## config.mk

```make
export PLATFORM = sky130hd
export DESIGN_NAME = mult_div_unit
export DESIGN_NICKNAME = d
export VERILOG_FILES = /design/src/rtl/mips_pkg.sv /design/src/rtl/mult_div_unit.sv
export SDC_FILE = /design/constraint.sdc
export NUM_CORES = 1
export LEC_CHECK = 0
export ABC_AREA = 1
export ABC_CLOCK_PERIOD_IN_PS = 2140
export BUFFER_PORTS_ARGS = -buffer_cell sky130_fd_sc_hd__buf_2
export CAP_MARGIN = 40
export CORE_MARGIN = 4
export CORE_UTILIZATION = 56
export DETAILED_ROUTE_END_ITERATION = 7
export GPL_ROUTABILITY_DRIVEN = 0
export PLACE_DENSITY = 0.78
export SLEW_MARGIN = 20
export SYNTH_ARGS = -nofsm -noshare
export SYNTH_HDL_FRONTEND = slang
export SYNTH_SLANG_ARGS = --single-unit
```

## constraint.sdc

```tcl
create_clock -name clk -period 2.14 [get_ports clk]
set_clock_uncertainty 0.15 [all_clocks]
set_input_delay 0.428 -clock clk [delete_from_list [all_inputs] [get_ports clk]]
set_output_delay 0.428 -clock clk [all_outputs]
set_load 0.01 [all_outputs]
```

## src/rtl/mips_pkg.sv

```systemverilog
// Shared MIPS definitions for the multiply/divide unit: op encodings,
// FSM state type and iteration count.
package mips_pkg;

  localparam logic [1:0] MDU_MULT  = 2'd0;
  localparam logic [1:0] MDU_MULTU = 2'd1;
  localparam logic [1:0] MDU_DIV   = 2'd2;
  localparam logic [1:0] MDU_DIVU  = 2'd3;

  localparam int MDU_ITERS = 32;

  typedef enum logic [1:0] {
    MDU_IDLE = 2'd0,
    MDU_CALC = 2'd1,
    MDU_FIX  = 2'd2
  } mdu_state_t;

endpackage

```

## src/rtl/mult_div_unit.sv

```systemverilog
// Iterative MIPS HI/LO multiply/divide unit: shift-add multiply, restoring divide,
// fixed 34-edge latency from accepted start to done pulse.
module mult_div_unit
  import mips_pkg::*;
#(
  parameter int XLEN = 32
) (
  input  logic            clk,
  input  logic            reset,
  input  logic            start,
  input  logic [1:0]      op,
  input  logic [XLEN-1:0] rs_data,
  input  logic [XLEN-1:0] rt_data,
  input  logic            mthi,
  input  logic            mtlo,
  output logic            busy,
  output logic            done,
  output logic [XLEN-1:0] hi,
  output logic [XLEN-1:0] lo
);

  localparam int DW = 2 * XLEN;

  mdu_state_t r_state;
  mdu_state_t w_state_next;

  logic            r_busy;
  logic            r_done;
  logic [XLEN-1:0] r_hi;
  logic [XLEN-1:0] r_lo;
  logic [DW-1:0]   r_acc;
  logic [XLEN-1:0] r_opb;
  logic [4:0]      r_cnt;
  logic [1:0]      r_op;
  logic            r_neg_res;
  logic            r_neg_rem;
  logic            r_div0;

  logic            w_signed;
  logic            w_a_neg;
  logic            w_b_neg;
  logic [XLEN-1:0] w_a_mag;
  logic [XLEN-1:0] w_b_mag;

  logic [XLEN:0]   w_mul_sum;
  logic [DW-1:0]   w_mul_next;
  logic [XLEN:0]   w_div_top;
  logic            w_div_ge;
  logic [XLEN-1:0] w_div_diff;
  logic [DW-1:0]   w_div_next;
  logic [DW-1:0]   w_acc_step;

  logic [DW-1:0]   w_prod_fix;
  logic [XLEN-1:0] w_quo_fix;
  logic [XLEN-1:0] w_rem_fix;
  logic [XLEN-1:0] w_hi_fix;
  logic [XLEN-1:0] w_lo_fix;

  assign busy = r_busy;
  assign done = r_done;
  assign hi   = r_hi;
  assign lo   = r_lo;

  // Operand conditioning at launch: work on magnitudes, remember result signs.
  assign w_signed = (op == MDU_MULT) || (op == MDU_DIV);
  assign w_a_neg  = w_signed & rs_data[XLEN-1];
  assign w_b_neg  = w_signed & rt_data[XLEN-1];
  assign w_a_mag  = w_a_neg ? -rs_data : rs_data;
  assign w_b_mag  = w_b_neg ? -rt_data : rt_data;

  // Multiply step: acc = {partial product, unconsumed multiplier bits}.
  assign w_mul_sum  = {1'b0, r_acc[DW-1:XLEN]} + {1'b0, r_opb};
  assign w_mul_next = r_acc[0] ? {w_mul_sum, r_acc[XLEN-1:1]}
                               : {1'b0, r_acc[DW-1:XLEN], r_acc[XLEN-1:1]};

  // Restoring divide step: acc = {partial remainder, dividend/quotient bits}.
  // The shifted remainder needs 33 bits; the difference fits 32 whenever it is kept.
  assign w_div_top  = r_acc[DW-1:XLEN-1];
  assign w_div_ge   = (w_div_top >= {1'b0, r_opb});
  assign w_div_diff = w_div_top[XLEN-1:0] - r_opb;
  assign w_div_next = w_div_ge ? {w_div_diff, r_acc[XLEN-2:0], 1'b1}
                               : {r_acc[DW-2:0], 1'b0};

  assign w_acc_step = r_op[1] ? w_div_next : w_mul_next;

  // A zero divisor runs the full loop; only the quotient is forced afterwards.
  always_comb begin
    w_prod_fix = r_neg_res ? -r_acc : r_acc;
    w_rem_fix  = r_neg_rem ? -r_acc[DW-1:XLEN] : r_acc[DW-1:XLEN];
    w_quo_fix  = r_neg_res ? -r_acc[XLEN-1:0] : r_acc[XLEN-1:0];
    if (r_div0) begin
      w_quo_fix = '1;
    end
    w_hi_fix = w_rem_fix;
    w_lo_fix = w_quo_fix;
    case (r_op)
      MDU_MULT, MDU_MULTU: begin
        w_hi_fix = w_prod_fix[DW-1:XLEN];
        w_lo_fix = w_prod_fix[XLEN-1:0];
      end
      default: begin
        w_hi_fix = w_rem_fix;
        w_lo_fix = w_quo_fix;
      end
    endcase
  end

  always_comb begin
    w_state_next = r_state;
    case (r_state)
      MDU_IDLE: if (start) w_state_next = MDU_CALC;
      MDU_CALC: if (r_cnt == 5'(MDU_ITERS - 1)) w_state_next = MDU_FIX;
      MDU_FIX:  w_state_next = MDU_IDLE;
      default:  w_state_next = MDU_IDLE;
    endcase
  end

  always_ff @(posedge clk) begin
    if (reset) begin
      r_state <= MDU_IDLE;
      r_busy  <= 1'b0;
      r_done  <= 1'b0;
    end else begin
      r_state <= w_state_next;
      r_busy  <= (w_state_next != MDU_IDLE);
      r_done  <= (r_state == MDU_FIX);
    end
  end

  // Datapath and architectural HI/LO; only FIX or an idle move touches hi/lo.
  always_ff @(posedge clk) begin
    if (reset) begin
      r_hi      <= '0;
      r_lo      <= '0;
      r_acc     <= '0;
      r_opb     <= '0;
      r_cnt     <= '0;
      r_op      <= MDU_MULT;
      r_neg_res <= 1'b0;
      r_neg_rem <= 1'b0;
      r_div0    <= 1'b0;
    end else begin
      case (r_state)
        MDU_IDLE: begin
          if (start) begin
            r_acc     <= {{XLEN{1'b0}}, w_a_mag};
            r_opb     <= w_b_mag;
            r_cnt     <= '0;
            r_op      <= op;
            r_neg_res <= w_a_neg ^ w_b_neg;
            r_neg_rem <= w_a_neg;
            r_div0    <= (rt_data == '0);
          end else begin
            if (mthi) r_hi <= rs_data;
            if (mtlo) r_lo <= rs_data;
          end
        end
        MDU_CALC: begin
          r_acc <= w_acc_step;
          r_cnt <= r_cnt + 5'd1;
        end
        MDU_FIX: begin
          r_hi <= w_hi_fix;
          r_lo <= w_lo_fix;
        end
        default: ;
      endcase
    end
  end

endmodule
```

==> results of run 1 <==
Yosys cell counts (9+ instances only):
master    instances
o21ai_0         264
inv_1           433
nor3_1           28
clkbuf_1         87
xor2_1           29
nand3b_1         17
buf_2             9
nor2_1          335
nand2_1         841
or2_2            10
nor2_2            9
dfxtp_1         173
nand4_1          36
nand3_1         290
a21oi_1         348
ha_1             70
a31oi_1          21
o211ai_1         13
buf_1            18
inv_2            11
xnor2_1          10
metal layers:
layer / overflow / track usage
met5: 0 / 0.491
met2: 40 / 0.922
met1: 2 / 0.807
met3: 0 / 0.747
met4: 39 / 0.765
what timing repair did:
action | CTS
resized for setup | 418
endpoints found under the setup margin | 78
pin swaps | 106
gates cloned | 3
buffers inserted | 47
endpoints found under the hold margin | 0
kinds of logic after synthesis:
family / synth area share
and+or+nand+nor: 0.394
AOI/OAI and AO/OA: 0.205
buffers and inverters: 0.126
DFF: 0.201
adders and majority gates: 0.0533
xor gates and xnor gates: 0.0199
through the flow:
stage / area (um^2) / hold slack (ns) / setup TNS, ns / setup WS (ns)
after CTS: 24300 / 0.110 / -4.11 / -0.213
after floorplan: 17200 / 0.293 / -0.000205 / -0.000205
after detailed placement: 21700 / 0.307 / -21.97 / -0.463
after global placement: 21700 / 0.301 / -16.56 / -0.413
==> results by group, run 1 <==
Outcome
  – Outcome: aborted with a tool error
  – Stop stage: global routing (5_1_grt)
  – Error: [ERROR GRT-0232] Routing congestion too high. Check the congestion heatmap in the GUI.

Synth
  – Syn Inst Count: 3,132
  – Distinct cells, synth: 48
  – Largest area contributor in the netlist: dfxtp_1
  – Top FF cell, synth: dfxtp_1
  – Yosys reg bits: 173
  – Seq/Total Area, Yosys: 0.201
  – Mapped cell area: 17,200 um^2
  – Syn. warnings: 0
  – Syn nets: 3,275
  – Post-synth EDFFs: 0
  – Mean post-synth cell area: 5.49 um^2
  – FFs w/ async S/R, synth: 0
  – Post-synth top area share: 0.201
  – Synth area leaders: dfxtp_1 (20%), nand2_1 (18%), a21oi_1 (10%)

Floorplan
  – Die height: 183 um
  – Initial Util: 0.574
  – # IOs: 137
  – # rows: 63
  – Die Wd: 183 um

Clock network
  – CTS Root Cell: clkbuf_16
  – Clock buffer count from CTS: 17
  – H-tree depth: 4
  – Sink Count: 173
  – Clk buf depth: 2
  – Cts hold-fix bufs: 0

Timing
  – GR repair worst EP: r_acc[63]$_SDFFE_PP0P_/D
  – WEP type: register input

GRT
  – Total gr overflow: 81
  – Global-route usage over all layers: 0.812
  – Largest net degree at the start of global routing: 71

Placed design
  – HPWL after DPL: 59,100 um
  – IO Port Bufs: 136
  – Placed cells: 4,015
==> run 2: changes to the inputs <==
- ABC_CLOCK_PERIOD_IN_PS: 2140 -> 2800
- CORE_UTILIZATION: 56 -> 40
- PLACE_DENSITY: 0.78 -> default
- PLACE_DENSITY_LB_ADDON: default -> 0.15
- clock period: 2.14 -> 2.8 ns (I/O delays scaled with it)
==> run 2 against run 1 <==
  * The flow now finishes, with violations (design-rule violations)
  * Synthesized area is the same
  * Synthesized cell count unchanged
==> results by group, run 2 <==
Outcome
  – Outcome: finished, violations left
  – Failing checks: design-rule violations

Clock network
  – CTS Root Cell: clkbuf_16
  – CTS tree: yes
  – H-tree depth: 4
  – Clk Latency, worst-skew pair: 0.50 ns
  – Sink Count: 173
  – Cts hold-fix bufs: 0
  – Clock buffer count from CTS: 17
  – Clock-pin slew on the worst setup and hold paths: 0.07 ns
  – Clk buf depth: 2

GRT
  – Vias in the first global route: 19.3k
  – Largest net degree at the start of global routing: 75
  – Global-route usage over all layers: 0.309
  – Total gr overflow: 0
  – Initial antenna violation count: 1
  – First-pass GRT wire length: 113,000 um

Flow run
  – Max_cap viols: 0

Synth
  – Syn Inst Count: 3,132
  – Seq/Total Area, Yosys: 0.201
  – Mean post-synth cell area: 5.49 um^2
  – Post-synth EDFFs: 0
  – Yosys reg bits: 173
  – FFs w/ async S/R, synth: 0
  – Post-Synth Simple-Gate Area: 0.394
  – Compound-gate portion of the synthesized area: 0.205
  – Post-synth top area share: 0.201
  – Syn. warnings: 0
  – Post-synthesis mux area share: 0
  – Main combinational cell family by area after synthesis: simple AND/OR/NAND/NOR gates
  – XOR/XNOR Fraction of Synth Area: 0.0199
  – Synth Area in Adders: 0.0533
  – Largest area contributor in the netlist: dfxtp_1
  – Most frequent cells after synthesis: nand2_1 (841), inv_1 (433), a21oi_1 (348)
  – Mapped cell area: 17,200 um^2
  – Most numerous cell in the Yosys netlist: nand2_1
  – Top FF cell, synth: dfxtp_1
  – Syn nets: 3,275
  – Distinct cells, synth: 48
  – Synth area leaders: dfxtp_1 (20%), nand2_1 (18%), a21oi_1 (10%)

Timing
  – Setup TNS: 0 ns
  – Hold Slack: 0.207 ns
  – Crit path time final: 2.70 ns
  – Max Clock Freq: 370 MHz
  – Final period util: 0.965
  – Slew margin rel.: 0.456
  – Final setup violation count: 0
  – Fin. max-slew vios: 0
  – Hold Fails Final Rpt: 0
  – Final WS setup: 0.0973 ns
  – RSZ-0062 raised after global routing: true
  – Tightest Pin Transition: 0.817 ns

Power and ir drop
  – Cell leakage power: 9.92 nW
  – Combinational share of power: 0.406
  – PwrDens: 477 nW/um^2
  – Worst vdd ir: 0.394 mV
  – NetSw: 4.06 mW
  – Clock power frac: 0.286
  – Switch share: 0.435
  – Power after layout: 9.34 mW
  – P_int: 5.28 mW
  – Power share of the sequential group: 0.308

Route
  – Vias per Instance: 5.70
  – Highest Signal Layer: met5
  – Met3 WL: 9570 um
  – DRT Pass-1 Iters: 8
  – Antenna-violating nets left: 0
  – DR WL met2: 29,700 um
  – WL final: 74,800 um
  – Via count: 21.8k
  – Wl on met1: 33,500 um
  – DRC errors left: 3
  – Starting DRT DRC Count: 3,085
  – Wire length per cell: 19.6 um

Worst hold path
  – Hold depth: 3
  – Hold path endpoint: r_opb[0]
  – Worst min path class: input pin to flip-flop
  – HP Start: rt_data[0]

Floorplan
  – Core area: 42,200 um^2
  – Die area: 46,400 um^2
  – Die height: 215 um
  – # IOs: 137
  – Initial Util: 0.407
  – Die Wd: 215 um
  – # rows: 75

Critical path
  – WS Path Type: flip-flop to flip-flop
  – Worst-path maximum fanout: 17
  – RR Endpoint: r_acc[60]
  – FF-to-FF Start: r_opb[3]
  – Register-to-Register Path Depth: 15
  – Crit path capture type: flip-flop
  – Startpoint Class: flip-flop
  – Critical Path RT: 3.07 ns
  – Crit path DAT: 2.98 ns
  – Flop2flop setup slack: 0.1 ns

Finish
  – Commonest non-fill, non-tap cell in the layout: nand2_1
  – Top reg by flops: r_acc
  – Post-Layout Cell Count: 3,815
  – Leading cell types in the layout, fill and taps excluded: nand2_1 (839), inv_1 (432), a21oi_1 (347), nor2_1 (327), nand3_1 (289)
  – Final nets: 3,407
  – Max reg flops: 64
  – Finished Core Util: 0.464
  – Reg area: 3470 um^2
  – Multi-input combinational cell area: 11,600 um^2
  – Synth-to-Final Area Change: 13.9%
  – Post-Layout Inst Area: 19,600 um^2
  – Layout fillers: 4,647
  – Antenna cells: 0
  – Ratio of cells with drive above 1 in the final layout: 0.103

Placed design
  – HPWL after DPL: 59,100 um
  – Post-place setup slack: 0.0853 ns
  – IO Port Bufs: 136
  – Placed Area: 18,900 um^2
  – Placed cells: 3,782
[run 2: worst max path at each step]
stage | to | depth (start not counted) | from
2_1_floorplan | hi[8] | 13 | r_acc[0]
3_3_place_gp | r_acc[60] | 17 | r_acc[31]
3_5_place_dp | r_acc[60] | 17 | r_acc[31]
4_1_cts | r_acc[60] | 17 | r_acc[31]
5_1_grt | r_acc[47] | 17 | r_opb[22]
6_report | r_acc[60] | 15 | r_opb[3]
[run 2: worst max-delay path, cell delays in order (launching register included)]
cell and delay [ns]:
dfxtp_1 0.43, inv_1 0.07, ha_1 0.38, nand2_1 0.19, nor2_2 0.19, nand3_1 0.13, nand3_2 0.12, nand2_1 0.09
nand2_2 0.14, nand2_4 0.09, nand2_8 0.10, buf_12 0.15, nand3_1 0.10, nand2_1 0.11, nand3_1 0.07, a21oi_1 0.13
[run 2: layer usage]
metal | track usage | vias to the layer above
met5 | 0 | -
met4 | 0.0874 | 2
met3 | 0.0701 | 117
met2 | 0.438 | 1343
met1 | 0.463 | 9866
li1 | - | 10422
[run 2: kinds of logic (layout without fill, tap and decap cells)]
kind of cell / after synthesis / count (layout)
xor gates and xnor gates: 39 / 39
DFF: 173 / 173
adders and majority gates: 72 / 72
buffers and inverters: 567 / 711
AOI/OAI and AO/OA: 679 / 679
and+or+nand+nor: 1602 / 1602
[run 2: repair_timing]
item	in CTS	in global routing
setup buffers	0	2
setup endpoints to repair	0	27
gates resized for setup	0	14
[run 2: cell type report]
type | count | area share
clock inverters | 13 | 0.00914
well taps | 539 | 0.0344
flip-flops and latches | 173 | 0.177
clock buffers | 18 | 0.0224
repair buffers | 232 | 0.0767
inverters | 448 | 0.0862
multi-input cells | 2392 | 0.594
[run 2: power groups by stage]
stage,sequential [mW],clock (mW),combinational (mW)
after detailed placement,2.92,0,3.63
after global placement,2.92,0,3.61
final,2.88,2.67,3.79
after floorplan,2.89,0,2.39
after CTS,2.87,2.70,3.65
after global routing,2.90,2.80,4.15
Note: power is estimated with default switching activity, not from simulation.
